`src/rtl/sw_debounce_pkg.sv`:
```
// Shared constants, edge encoding and counter sizing for the slide-switch debouncer.
// Used by sw_debounce and debounce_bit; see sw_debounce.sv for the SW_SYNC3_EN option.
package sw_debounce_pkg;

    localparam int SW_WIDTH                = 4;
    localparam int DEBOUNCE_CYCLES_DEFAULT = 500000;
    localparam int MY_DEBOUNCE_CYCLES   = 4;

    typedef enum logic [1:0] {
        EDGE_NONE = 2'd0,
        EDGE_RISE = 2'd1,
        EDGE_FALL = 2'd2
    } edge_e;

    // A single-cycle debounce still needs a one-bit counter to keep the datapath legal.
    function automatic int cnt_width(input int cycles);
        int w;
        w = $clog2(cycles);
        return (w < 1) ? 1 : w;
    endfunction

endpackage

```
`src/rtl/debounce_bit.sv`:
```
// One switch bit: stability counter, debounced level and registered rise/fall pulses.
// The input must already be synchronized to clk.
module debounce_bit
    import sw_debounce_pkg::*;
#(
    parameter int DEBOUNCE_CYCLES = DEBOUNCE_CYCLES_DEFAULT
) (
    input  logic clk,
    input  logic rst,
    input  logic sync_in,
    output logic stable,
    output logic rise,
    output logic fall
);

    localparam int              CW       = cnt_width(DEBOUNCE_CYCLES);
    localparam logic [CW-1:0]   CNT_LAST = CW'(DEBOUNCE_CYCLES - 1);

    logic [CW-1:0] cnt;
    logic [CW-1:0] cnt_next;
    logic          stable_next;
    edge_e         edge_next;

    // Any sample that agrees with the stable level wipes the run, so only an
    // uninterrupted run of mismatches reaching CNT_LAST flips the level.
    always_comb begin
        cnt_next    = '0;
        stable_next = stable;
        edge_next   = EDGE_NONE;
        if (sync_in != stable) begin
            if (cnt == CNT_LAST) begin
                stable_next = sync_in;
                edge_next   = sync_in ? EDGE_RISE : EDGE_FALL;
            end else begin
                cnt_next = cnt + CW'(1);
            end
        end
    end

    always_ff @(posedge clk or posedge rst) begin
        if (rst) begin
            cnt    <= '0;
            stable <= 1'b0;
            rise   <= 1'b0;
            fall   <= 1'b0;
        end else begin
            cnt    <= cnt_next;
            stable <= stable_next;
            rise   <= (edge_next == EDGE_RISE);
            fall   <= (edge_next == EDGE_FALL);
        end
    end

endmodule

```
`src/rtl/sw_debounce.sv`:
```
// Slide-switch conditioner: synchronizer chain plus one debounce_bit per switch.
// Define SW_SYNC3_EN for a three-flop synchronizer (one extra cycle of latency).
module sw_debounce
    import sw_debounce_pkg::*;
#(
    parameter int WIDTH           = SW_WIDTH,
    parameter int DEBOUNCE_CYCLES = DEBOUNCE_CYCLES_DEFAULT
) (
    input  logic             clk,
    input  logic             rst,
    input  logic [WIDTH-1:0] sw_raw,
    output logic [WIDTH-1:0] sw_stable,
    output logic [WIDTH-1:0] sw_rise,
    output logic [WIDTH-1:0] sw_fall,
    output logic             sw_changed
);

    logic [WIDTH-1:0] sync1;
    logic [WIDTH-1:0] sync2;
    logic [WIDTH-1:0] sync_out;

    always_ff @(posedge clk or posedge rst) begin
        if (rst) begin
            sync1 <= '0;
            sync2 <= '0;
        end else begin
            sync1 <= sw_raw;
            sync2 <= sync1;
        end
    end

`ifdef SW_SYNC3_EN
    logic [WIDTH-1:0] sync3;

    always_ff @(posedge clk or posedge rst) begin
        if (rst) begin
            sync3 <= '0;
        end else begin
            sync3 <= sync2;
        end
    end

    assign sync_out = sync3;
`else
    assign sync_out = sync2;
`endif

    for (genvar i = 0; i < WIDTH; i++) begin : g_bit
        debounce_bit #(
            .DEBOUNCE_CYCLES(DEBOUNCE_CYCLES)
        ) u_bit (
            .clk    (clk),
            .rst    (rst),
            .sync_in(sync_out[i]),
            .stable (sw_stable[i]),
            .rise   (sw_rise[i]),
            .fall   (sw_fall[i])
        );
    end

    // Pulses are already registered, so the OR lines up with them in the same cycle.
    assign sw_changed = |(sw_rise | sw_fall);

endmodule

```
`config.mk`:
```
export PLATFORM = sky130hd
export DESIGN_NAME = sw_debounce
export DESIGN_NICKNAME = d
export VERILOG_FILES = /design/src/rtl/sw_debounce_pkg.sv /design/src/rtl/debounce_bit.sv /design/src/rtl/sw_debounce.sv
export SDC_FILE = /design/constraint.sdc
export NUM_CORES = 1
export LEC_CHECK = 0
export CAP_MARGIN = 40
export CORE_MARGIN = 4
export CORE_UTILIZATION = 65
export DETAILED_ROUTE_END_ITERATION = 10
export PLACE_DENSITY = 0.85
export SLEW_MARGIN = 20
export SYNTH_ARGS = -nofsm -noshare
export SYNTH_HDL_FRONTEND = slang
export SYNTH_SLANG_ARGS = --single-unit
```
`constraint.sdc`:
```
create_clock -name clk -period 8.4 [get_ports clk]
set_input_delay 2.52 -clock clk [delete_from_list [all_inputs] [get_ports clk]]
set_output_delay 2.52 -clock clk [all_outputs]
set_load 0.02 [all_outputs]
```
==> impl_summary.txt <==
----------------------------------------------------
[CTS]
  Clk pin slew, worst setup/hold paths ... ~0.1 ns
  CTS Buf Count ... 9
  Number of buffers inserted to repair setup after CTS ... 0
  Sink count of the clock tree ... 96
  Post-CTS Hold Fix Bufs ... 0
  Depth of the CTS H-tree ... 3
  CTS tree ... done
  CTS Root Buffer Type ... clkbuf_8
  Worst-Skew Late Latency ... between 0.3 and 0.4 ns
  Deepest clock path buffer count ... 2
  Gates resized, CTS repair ... 0

[Logic synthesis]
  Number of library cell types mapped by synthesis ... 39
  Area contributors post-synth ... dfrtp_1, xnor2_1, nor2_1
  Number of instances in the synthesized netlist ... ~440
  Proportion of synthesized chip area in sequential cells ... 0.527
  Fraction of post-synthesis cell area in the top cell type by area ... 0.527
  Cell type contributing the most total cell area after synthesis ... dfrtp_1
  Yosys synthesis warning count ... 0
  Yosys reg bits ... 96
  Netlist area before placement ... around 4600 um2
  Synth Net Count ... roughly 450
  Mean area per synthesized cell ... 10.3 um2

[Detailed routing]
  WL/cell ... ~16 um
  Number of nets still failing antenna checks after routing ... 0
  Number of iterations in the first detailed-routing pass ... 5
  DRC violation count after routing ... 0
  Vias per inst ... 5.99
  Total via count after detailed routing ... ~3300
  Final routed wirelength across all metal layers ... about 8.7 mm
  Number of violations reported at the end of detailed-routing iteration 0 ... 149

[STA]
  Smallest setup slack after layout ... 3.87 ns
  FMAX ... 221 MHz
  Max_slew headroom ... 0.531
  Final max-slew violation count ... 0
  Final Hold Slack ... roughly 0.36 ns
  Count of endpoints failing setup in the final report ... 0
  Number of failing hold endpoints at the final stage ... 0
  Worst clock skew ... ~0.012 ns
  TNS Setup ... 0 ns
  Final worst path period share ... 0.540
  Pin slew with the least headroom to its limit ... roughly 0.70 ns
  Setup repair after global routing missed its margin ... no
  Time the final worst path needs with I/O delays and setup ... ~4.5 ns

[Pwr]
  Total leakage power ... approximately 2.0 nW
  Power Density ... about 170 nW/um2
  Final Total Pwr ... 864 uW
  Peak supply drop ... about 0.00013 V

[Placement]
  Placed standard-cell area ... ~4800 um2
  Gpl congestion ... a little under 0.9
  Pre-CTS worst setup slack ... 4.25 ns
  Cell count after placement ... around 540
  Count of input and output buffers ... 18
  Total half-perimeter wirelength after legalization and detailed placement ... 5.87 mm

[Final layout]
  Count of non-filler cells in the finished layout ... between 500 and 600
  Post-layout util ... 0.742
  Post-route standard cell area excluding fillers ... approximately 5000 um2
  Antenna fix cells ... 0
  Share of cells above drive strength 1 ... 0.0824
  Leading cell types in the layout, fill and taps excluded ... dfrtp_1, nor2_1, xnor2_1
  Leading cell type in the layout, fill and taps excluded ... dfrtp_1
  Area overhead of the layout relative to synthesis ... 10.7%
  Nets ... roughly 470

[Worst setup path]
  Launching element type of the critical path ... register
  CP arrival ... approximately 2.0 ns
  Highest net fanout along the worst path ... 2
  Critical setup path kind ... register to primary output
  Required time of the critical path ... 5.88 ns
  Category of the worst setup path capture point ... primary output

[Global routing]
  GRT overflow ... 0
  Overall track demand over capacity in global routing ... 0.218
  Number of global-route vias before repair ... 3247
  Pin count of the biggest net entering global routing ... between 60 and 70
  Antenna violations before repair ... 0
  Wire length of the first global-routing pass ... between 10 and 15 mm

[Die]
  Floorplan die area ... 8410 um2
  Initial cell density of the core ... 0.670
  Row count ... 30
  Overall die width ... slightly above 90 um
  Core Footprint ... about 6800 um2
  Number of placed I/O pins ... 19
  Vertical die dimension ... a little over 90 um

[Run status]
  Status ... complete, no violations

[Worst hold path]
  Worst hold path class ... register to register

[Flow run]
  Max cap viols ... 0

----------------------------------------------------
worst max-delay path, cell delays in order, from the launching register on:
cell	delay, ns
dfrtp_1	0.38
nor4_1	0.58
nand2_1	0.12
clkdlybuf4s50_1	0.58
flip-flops by register name, summed over array words and instances (netlist names):
name and cells:
g_bit.u_bit.cnt 76, g_bit.u_bit.fall 4, g_bit.u_bit.rise 4, g_bit.u_bit.stable 4, sync1 4, sync2 4
final timing paths:
path | startpoint | endpoint | slack (ns) | depth (start not counted)
setup / recovery | g_bit[2].u_bit.fall | sw_changed | 3.87 | 3
max in group asynchronous | rst | g_bit[0].u_bit.cnt[4] | 4.89 | 4
setup reg to reg | g_bit[3].u_bit.cnt[0] | g_bit[3].u_bit.fall | 6.20 | 4
hold reg to reg | sync1[1] | sync2[1] | 0.36 | 0
min in group asynchronous | rst | g_bit[1].u_bit.cnt[15] | 2.49 | 2
hold / removal | sync1[1] | sync2[1] | 0.36 | 0
layout make-up:
class / count / area [um2]
repair buffers: 24 / 245
clock inverters: 7 / 119
fillers: 452 / 1750
inverters: 10 / 38.8
multi-input cells: 315 / 1990
well taps: 96 / 120
clock buffers: 9 / 124
flip-flops and latches: 96 / 2400
cells in the mapped netlist (all sizes together):
| cell | count |
|---|---|
| mux2 | 4 |
| nor2 | 60 |
| inv | 10 |
| ha | 4 |
| nor4 | 14 |
| or4b | 2 |
| or2 | 2 |
| nor3 | 9 |
| nand4 | 25 |
| dfrtp | 96 |
| nand3 | 24 |
| a21oi | 17 |
| nor4bb | 3 |
| or3 | 12 |
| nor2b | 1 |
| o21ai | 12 |
| o41ai | 2 |
| a31o | 1 |
| nand2 | 22 |
| o31ai | 6 |
| xor2 | 21 |
| or4 | 9 |
| clkbuf | 6 |
| and2 | 4 |
| and3 | 9 |
| buf | 14 |
| nor3b | 11 |
| and4 | 5 |
| xnor2 | 34 |
| nor4b | 2 |
cells by family (layout without fill, tap and decap cells):
logic type                 Yosys count  in the layout  synth area share
and+or+nand+nor                    214            214             0.259
DFF                                 96             96             0.527
xor gates and xnor gates            55             55             0.106
AOI/OAI and AO/OA                   38             38            0.0516
buffers and inverters               30             50            0.0352
adders and majority gates            4              4            0.0110
muxes                                4              4           0.00989
per-layer routing:
layer,track usage,wire (um)
met1,0.298,3920
met2,0.351,4190
met3,0.0427,441
met4,0.0767,154
met5,0,0
power by group:
group          leakage, nW  switching (mW)  total (mW)  internal [mW]
logic                0.595          0.0191      0.0296         0.0105
registers             1.31         0.00680       0.475          0.468
clock network        0.116           0.161       0.359          0.198
(Power assumes the default switching activity.)
